File: config.mk
export PLATFORM = sky130hd
export DESIGN_NAME = instr_encoder_loader
export DESIGN_NICKNAME = d
export VERILOG_FILES = /design/src/rtl/instr_encoder_loader.sv
export SDC_FILE = /design/constraint.sdc
export NUM_CORES = 1
export LEC_CHECK = 0
export ABC_AREA = 1
export CORE_UTILIZATION = 30
export DETAILED_ROUTE_END_ITERATION = 10
export GPL_ROUTABILITY_DRIVEN = 0
export PLACE_DENSITY = 0.48
export SLEW_MARGIN = 20
export SYNTH_ARGS = -nofsm -noshare
export SYNTH_HDL_FRONTEND = slang
export SYNTH_SLANG_ARGS = --single-unit
File: constraint.sdc
create_clock -name clk -period 6.56 [get_ports clk]
set_clock_uncertainty 0.05 [all_clocks]
set_input_delay 0.656 -clock clk [delete_from_list [all_inputs] [get_ports clk]]
set_output_delay 0.656 -clock clk [all_outputs]
set_load 0.1 [all_outputs]
File: src/rtl/instr_encoder_loader.sv
// RV32I field-level instruction encoder feeding a small FIFO that writes
// encoded words into instruction memory at consecutive word addresses.
module instr_encoder_loader #(
    parameter int DEPTH     = 4,
    parameter int ADDR_W    = 10,
    parameter int BASE_ADDR = 0
) (
    input  logic              clk,
    input  logic              rst,
    input  logic              clear,
    input  logic              in_valid,
    output logic              in_ready,
    input  logic [2:0]        in_fmt,
    input  logic [6:0]        in_opcode,
    input  logic [2:0]        in_funct3,
    input  logic [6:0]        in_funct7,
    input  logic [4:0]        in_rd,
    input  logic [4:0]        in_rs1,
    input  logic [4:0]        in_rs2,
    input  logic [31:0]       in_imm,
    input  logic              in_last,
    output logic              imem_we,
    input  logic              imem_ready,
    output logic [ADDR_W-1:0] imem_addr,
    output logic [31:0]       imem_wdata,
    output logic              busy,
    output logic              done,
    output logic              err_imm,
    output logic              err_fmt,
    output logic              wrapped
);

    localparam int PTR_W = $clog2(DEPTH);
    localparam logic [ADDR_W-1:0] BASE_A = ADDR_W'(BASE_ADDR);
    localparam logic [PTR_W:0]    FULL_CNT = (PTR_W+1)'(DEPTH);

    typedef enum logic [1:0] {
        IDLE  = 2'd0,
        LOAD  = 2'd1,
        DRAIN = 2'd2,
        DONE  = 2'd3
    } state_t;

    state_t            state_q, state_d;
    logic [31:0]       fifo_q [DEPTH];
    logic [PTR_W-1:0]  wr_ptr_q, rd_ptr_q;
    logic [PTR_W:0]    count_q;
    logic [ADDR_W-1:0] addr_q;
    logic              err_imm_q, err_fmt_q, wrapped_q;

    logic [31:0] enc_word_s;
    logic        enc_bad_imm_s, enc_bad_fmt_s;
    logic        accept_s, pop_s, empty_s, full_s, drain_empty_s;

    assign empty_s  = (count_q == '0);
    assign full_s   = (count_q == FULL_CNT);
    assign accept_s = in_valid && in_ready;
    assign pop_s    = !empty_s && imem_ready;

    assign in_ready   = !full_s && (state_q != DONE);
    assign imem_we    = !empty_s;
    assign imem_wdata = fifo_q[rd_ptr_q];
    assign imem_addr  = addr_q;
    assign busy       = (state_q == LOAD) || (state_q == DRAIN);
    assign done       = (state_q == DONE);
    assign err_imm    = err_imm_q;
    assign err_fmt    = err_fmt_q;
    assign wrapped    = wrapped_q;

    // Pack the descriptor and flag out-of-range or misaligned immediates
    always_comb begin
        enc_word_s    = 32'h0000_0013;
        enc_bad_imm_s = 1'b0;
        enc_bad_fmt_s = 1'b0;
        case (in_fmt)
            3'd0: enc_word_s = {in_funct7, in_rs2, in_rs1, in_funct3, in_rd, in_opcode};
            3'd1: begin
                enc_word_s    = {in_imm[11:0], in_rs1, in_funct3, in_rd, in_opcode};
                enc_bad_imm_s = (in_imm[31:11] != {21{in_imm[11]}});
            end
            3'd2: begin
                enc_word_s    = {in_imm[11:5], in_rs2, in_rs1, in_funct3, in_imm[4:0], in_opcode};
                enc_bad_imm_s = (in_imm[31:11] != {21{in_imm[11]}});
            end
            3'd3: begin
                enc_word_s    = {in_imm[12], in_imm[10:5], in_rs2, in_rs1, in_funct3,
                                 in_imm[4:1], in_imm[11], in_opcode};
                enc_bad_imm_s = (in_imm[31:12] != {20{in_imm[12]}}) || in_imm[0];
            end
            3'd4: begin
                enc_word_s    = {in_imm[31:12], in_rd, in_opcode};
                enc_bad_imm_s = (in_imm[11:0] != 12'd0);
            end
            3'd5: begin
                enc_word_s    = {in_imm[20], in_imm[10:1], in_imm[11], in_imm[19:12], in_rd, in_opcode};
                enc_bad_imm_s = (in_imm[31:20] != {12{in_imm[20]}}) || in_imm[0];
            end
            default: enc_bad_fmt_s = 1'b1;
        endcase
    end

    // Next-state: DONE is entered on the edge where the final word leaves the FIFO
    always_comb begin
        state_d       = state_q;
        drain_empty_s = (empty_s || (pop_s && (count_q == (PTR_W+1)'(1)))) && !accept_s;
        case (state_q)
            IDLE:    state_d = accept_s ? (in_last ? DRAIN : LOAD) : IDLE;
            LOAD:    state_d = (accept_s && in_last) ? DRAIN : LOAD;
            DRAIN:   state_d = drain_empty_s ? DONE : DRAIN;
            DONE:    state_d = DONE;
            default: state_d = IDLE;
        endcase
    end

    // State register
    always_ff @(posedge clk or posedge rst) begin
        if (rst) begin
            state_q <= IDLE;
        end else if (clear) begin
            state_q <= IDLE;
        end else begin
            state_q <= state_d;
        end
    end

    // FIFO, write address and sticky flags; clear drops any same-cycle push or pop
    always_ff @(posedge clk or posedge rst) begin
        if (rst) begin
            for (int i = 0; i < DEPTH; i++) fifo_q[i] <= 32'd0;
            wr_ptr_q  <= '0;
            rd_ptr_q  <= '0;
            count_q   <= '0;
            addr_q    <= BASE_A;
            err_imm_q <= 1'b0;
            err_fmt_q <= 1'b0;
            wrapped_q <= 1'b0;
        end else if (clear) begin
            wr_ptr_q  <= '0;
            rd_ptr_q  <= '0;
            count_q   <= '0;
            addr_q    <= BASE_A;
            err_imm_q <= 1'b0;
            err_fmt_q <= 1'b0;
            wrapped_q <= 1'b0;
        end else begin
            if (accept_s) begin
                fifo_q[wr_ptr_q] <= enc_word_s;
                wr_ptr_q         <= wr_ptr_q + PTR_W'(1);
                err_imm_q        <= err_imm_q | enc_bad_imm_s;
                err_fmt_q        <= err_fmt_q | enc_bad_fmt_s;
            end
            if (pop_s) begin
                rd_ptr_q  <= rd_ptr_q + PTR_W'(1);
                addr_q    <= addr_q + ADDR_W'(1);
                wrapped_q <= wrapped_q | (addr_q == {ADDR_W{1'b1}});
            end
            case ({accept_s, pop_s})
                2'b10:   count_q <= count_q + (PTR_W+1)'(1);
                2'b01:   count_q <= count_q - (PTR_W+1)'(1);
                default: count_q <= count_q;
            endcase
        end
    end

endmodule
# Yosys cells after proc, flatten, opt, wreduce, memory -nomap -nowiden
# Index checks and enable logic that the tools add are counted.
[classes]
reduce_logical = 24
eq_ne = 17
bitwise = 6
order_cmp = 3
n_addsub = 5
muxes = 29
[op_table]
columns = ["operator", "count"]
rows = [
  ["32-bit one-hot mux with 6 select lines", 1],
  ["128-bit bitwise mux", 1],
  ["32-bit 2-to-1 mux", 3],
  ["32-bit binary-select mux with 2-bit select", 1],
  ["32-bit demux with 2-bit select", 1],
  ["10-bit 2-to-1 mux", 2],
  ["20-bit inequality test", 1],
  ["19-bit inequality test", 1],
  ["2-bit 2-to-1 mux", 8],
  ["12-bit nonzero test", 1],
  ["11-bit inequality test", 1],
  ["10-bit by 1-bit adder with 10-bit output, second input constant", 1],
  ["10-bit equality test, second input constant", 1],
  ["3-bit equality test, second input constant", 3],
  ["1-bit 2-to-1 mux", 8],
  ["2-bit one-hot mux with 4 select lines", 1],
  ["1-bit logical AND", 7],
  ["2-bit equality test, second input constant", 3],
  ["3-bit by 1-bit equality test with 1-bit output, second input constant", 2],
  ["3-bit by 2-bit equality test with 1-bit output, second input constant", 2],
  ["3-bit greater-or-equal comparator, second input constant", 2],
  ["3-bit zero test", 2],
  ["2-bit inverter with 3-bit output", 2],
  ["3-bit one-hot mux with 2 select lines", 1],
  ["other kinds (18)", 28],
]
[word_totals]
input_bits = 73
register_bits = 150
output_inout_bits = 49

# Depth between registers and ports, before layout
[logic_depth]
ltp_word = 9
depth_mapped = 13
ltp_nobuf = 13

# Worst setup path after synthesis
# No wires, ideal clock.
[synth_timing]
path_kind = "flip-flop to output port"
from = "reg rd_ptr_q[0]"
to = "out imem_wdata[0]"
stages_incl_launch_ff = 7
required_ns = 5.854
arrival_ns = 3.141
path_buffers = 3
slack_ns = 2.713
cell_sequence = "dfrtp_1 buf_2 inv_1 buf_2 buf_2 o21ai_0 o21ai_0"
[synth_via]
elab_chain_cells = 4
[synth_rtl]
columns = ["item", "line_no", "rtl"]
rows = [
  ["start: declaration", "46", "logic [PTR_W-1:0] wr_ptr_q, rd_ptr_q;"],
  ["start signal: assignment", "153", "rd_ptr_q <= rd_ptr_q + PTR_W'(1);"],
  ["2-bit inverter with 3-bit output (implied by the code)", "62", "assign imem_wdata = fifo_q[rd_ptr_q];"],
  ["32-bit binary-select mux with 2-bit select", "62", ""],
  ["32-bit 2-to-1 mux (implied by the code) (2 in a row)", "62", ""],
  ["end: declaration", "25", "output logic [31:0] imem_wdata,"],
]
# No other way between the ends. The select of a mux whose other input is x is not followed.

# Worst setup path in the final report
[layout_timing]
from = "reg rd_ptr_q[1]"
to = "out imem_wdata[17]"
# Same word-level chain as after synthesis.

==> flow_results.org <==
** Status
- Run status :: finished clean

** Worst setup path
- Crit. End Element :: output pin
- Slowest cell delay on critical path :: 1.19 ns
- Critical path required time :: 5.85 ns
- Category of the worst setup path launch point :: flop
- Largest fanout on the critical path :: 37
- The worst setup path is of the reg -> out kind.
- Reg-to-Reg End :: fifo_q[50]$_DFFE_PP0P_
- Slack of the worst reg-to-reg path :: around 3.9 ns
- The number of cells on the worst reg-to-reg path is 8.
- Data on the critical path arrives at its endpoint at 3.79 ns.
- FF-to-FF Start :: count_q[0]$_DFFE_PP0P_
- Slowest stage cell, crit path :: sky130_fd_sc_hd__clkdlybuf4s50_1
- The cell that appears most often on the critical path is sky130_fd_sc_hd__o21ai_0.
- Chain of cells forming the critical path :: clkinv_1, buf_4, a21oi_1, o21ai_0, o21ai_0, clkdlybuf4s50_1

** Worst hold path
- Startpoint of the tightest hold check path :: fifo_q[95]$_DFFE_PP0P_
- Hold Path Depth :: 2
- Worst hold endpoint :: fifo_q[95]$_DFFE_PP0P_
- Min-delay worst type :: reg -> reg

** Die
- For this design the top-level I/O count stands at around 120.
- Starting density of the core :: 30.8%
- The floorplan step defined a die boundary enclosing around 0.027 mm^2.
- Measured along the x axis, the die boundary spans around 160 um.
- The floorplan step set the die height to 163 um.
- The floorplan has 58 rows.
- After floorplanning, the core was sized to cover approximately 0.025 mm^2.

** Power
- The share of total power dissipated in the clock network is 22.1%.
- VDD sags by at most 0.313 mV.
- Net switching is approximately 48% of the power.
- Internal power comes to roughly 2.3 mW.
- In this run the power spent charging and discharging nets is between 2 and 2.5 mW.
- For this design the ratio of total power to cell area is 453 mW/mm^2.
- Sequential cells burn 31.9% of the power.
- In this run the static leakage power is 4.75 nW.
- Relative contribution of combinational cells to total power :: 46.1%

** Yosys
- After synthesis, the netlist uses 36 different library cells.
- Counting flops and latches in the post-synthesis netlist gives 150.
- Synthesis handed over a netlist of approximately 1,000 instances.
- Biggest area consumer among synthesized cells :: sky130_fd_sc_hd__dfrtp_1
- Post-synth net total :: 1,127
- Mapped Area :: 0.00781 mm^2
- Summed over its instances, the top area cell type makes up 48.1% of the synthesized netlist area.
- Each instance of the synthesized netlist takes up on average 7.50 um^2.
- Register area share after synthesis :: 48.1%
- By area the synthesized netlist is led by sky130_fd_sc_hd__dfrtp_1 (48%), sky130_fd_sc_hd__nand2_1 (18%), sky130_fd_sc_hd__o21ai_0 (9.2%), sky130_fd_sc_hd__nor2_1 (4.9%), sky130_fd_sc_hd__inv_1 (3.7%).
- Yosys printed 0 warnings.

** STA
- In the final timing run, aggregate negative setup slack is 0 ns.
- Worst-case headroom to the max-slew limit :: 30.9%
- Highest clock frequency the design can meet :: 222 MHz
- Slew Limit Fails :: 0
- Number of failing hold endpoints at the final stage :: 0
- Setup repair after global routing left no endpoint under its margin.
- Minimum clock period after layout :: between 4 and 5 ns
- Worst Tran Pin Value :: 1.03 ns
- Final setup violation count :: 0
- Final-layout worst hold slack :: 0.423 ns
- Final setup slack of the worst path :: 2.06 ns
- Share of the cycle needed by the critical path after routing :: 68.6%

** Cells and area
- Of the cells placed in the final design, the portion with a size suffix greater than 1 is under 10%.
- Most common cell after layout, fill and taps aside :: sky130_fd_sc_hd__nand2_1
- Commonest cells after routing, fill and taps aside :: sky130_fd_sc_hd__nand2_1 (369), sky130_fd_sc_hd__dfrtp_1 (149), sky130_fd_sc_hd__o21ai_0 (144), sky130_fd_sc_hd__clkdlybuf4s50_1 (121), sky130_fd_sc_hd__nor2_1 (101)
- Area overhead of the layout relative to synthesis :: 26.0%
- Number of nets in the layout :: 1,225
- 0 antenna diodes ended up in the layout.

** Job
- Across the run, the number of max-cap violations was 0.

** Route
- Routed Antenna Nets :: 0
- DR pass1 iterations :: 5
- After detailed routing, the average wire length per cell comes to 16.9 um.
- After detailed routing, the number of remaining DRC violations is 0.
- Detailed Route WL :: 25,000 um
- Via-per-instance ratio :: 4.88
- The detailed router finished its first iteration with between 500 and 600 violations.
- Summing over every cut layer, the via total after detailed routing is 7,231.

** Global route
- Initial antenna violation count :: 0
- Residual overflow from global routing :: 0
- Maximum number of pins on one net before global-route repair :: 92
- First-pass GRT wire length :: 39,800 um
- Vias in the first global route :: about 7,100
- Overall Global Routing Usage :: 19.5%

** Clock tree
- H-tree depth :: 4
- Clock tree from TritonCTS :: built
- Resize count post-CTS :: 0
- The cell sitting at the root of the clock tree is a sky130_fd_sc_hd__clkbuf_16.
- Clock latency on the worst-skew pair, taken at its later pin, is between 0.4 and 0.5 ns.
- Buffer levels on the longest clock path :: 2
- For this design, the sink count on the clock tree is 150.
- Reg clk slew, reported paths :: 0.06 ns
- Post-cts hold buffer count :: 0
- Number of buffers inserted during clock tree synthesis :: 17
- Setup bufs post-CTS :: 0

** Placed design
- After legalization and detailed placement, the total HPWL measured around 16,000 um.
- Port buffering added around 120 buffers.
- OpenSTA, run right after detailed placement, puts the worst setup slack at 2.51 ns.
## worst max-delay path by stage
stage,start,endpoint,slack [ns],cells past startpoint
global placement,rd_ptr_q[1]$_DFFE_PP0P_,imem_wdata[17],2.66,6
CTS,rd_ptr_q[1]$_DFFE_PP0P_,imem_wdata[17],2.06,6
global route,rd_ptr_q[1]$_DFFE_PP0P_,imem_wdata[17],1.86,6
floorplan,rst,count_q[0]$_DFFE_PP0P_,1.82,1
finish,rd_ptr_q[1]$_DFFE_PP0P_,imem_wdata[17],2.06,6
detailed placement,rd_ptr_q[1]$_DFFE_PP0P_,imem_wdata[17],2.51,6
## state kept, by name, summed over array words and instances (netlist names)
name / cells
imem_addr: 10
wrapped: 1
state_q: 2
wr_ptr_q: 2
err_imm: 1
count_q: 3
err_fmt: 1
rd_ptr_q: 2
fifo_q: 128
## per-layer routing
| layer | track usage (%) | share of wire (%) |
|---|---|---|
| met5 | 0 | 0 |
| met3 | 4.11 | 5.7 |
| met4 | 3.91 | 0.80 |
| met2 | 29.9 | 44 |
| met1 | 28.0 | 49 |
## power by group through the flow
stage | registers (mW) | clock network, mW | logic (mW)
3_5_place_dp | 1.43 | 0 | 2.06
6_report | 1.42 | 0.983 | 2.05
4_1_cts | 1.42 | 1.01 | 2.07
5_1_grt | 1.46 | 1.04 | 2.21
3_3_place_gp | 1.43 | 0 | 2.05
2_1_floorplan | 1.42 | 0 | 1.55
## area by class of cell
class	count	area, um^2
Clock inverter	15	160
Inverter	83	317
Timing Repair Buffer	128	1260
Fill cell	2687	15500
Multi-Input combinational cell	759	3500
Clock buffer	17	425
Tap cell	330	413
Sequential cell	150	3750
## cells by family (layout without fill, tap and decap cells)
kind of cell             count (synthesis)  after routing  share of synthesized area, %
buffers and inverters                  132            243                          7.08
XOR/XNOR                                 1              1                         0.112
AND/OR/NAND/NOR                        527            527                          27.2
AO/OA/AOI/OAI                          218            218                          15.4
flip-flops                             150            150                          48.1
adder cells (fa/ha/maj)                 13             13                          2.08
## synth_stat cells (all sizes together)
master / count
buf: 25
o211ai: 7
nand3: 26
nand2: 377
a221oi: 1
a21oi: 29
or2: 3
nand3b: 1
ha: 13
o221ai: 3
o21ai: 147
a31oi: 6
nor2: 104
dfrtp: 150
a211oi: 2
inv: 83
o22ai: 22
nand4: 7
clkbuf: 24
o22a: 1
nor4: 2
nor3: 7
xor2: 1
## per-stage QoR
step	std cells	util, %	power, mW	area [um^2]
floorplan	1041	-	2.97	7810
global placement	1450	36.5	3.49	9250
detailed placement	1450	36.5	3.50	9250
CTS	1482	38.8	4.49	9830
global route	1482	38.8	4.70	9830
finish	1482	38.8	4.46	9830
## worst max-delay path, delay by kind of cell, from the launching register on
kind,cells,cell delay (ns)
AO/OA/AOI/OAI,3,0.41
buffers and inverters,3,2.05
flip-flops,1,0.89
Power figures use the tool's default switching activity.
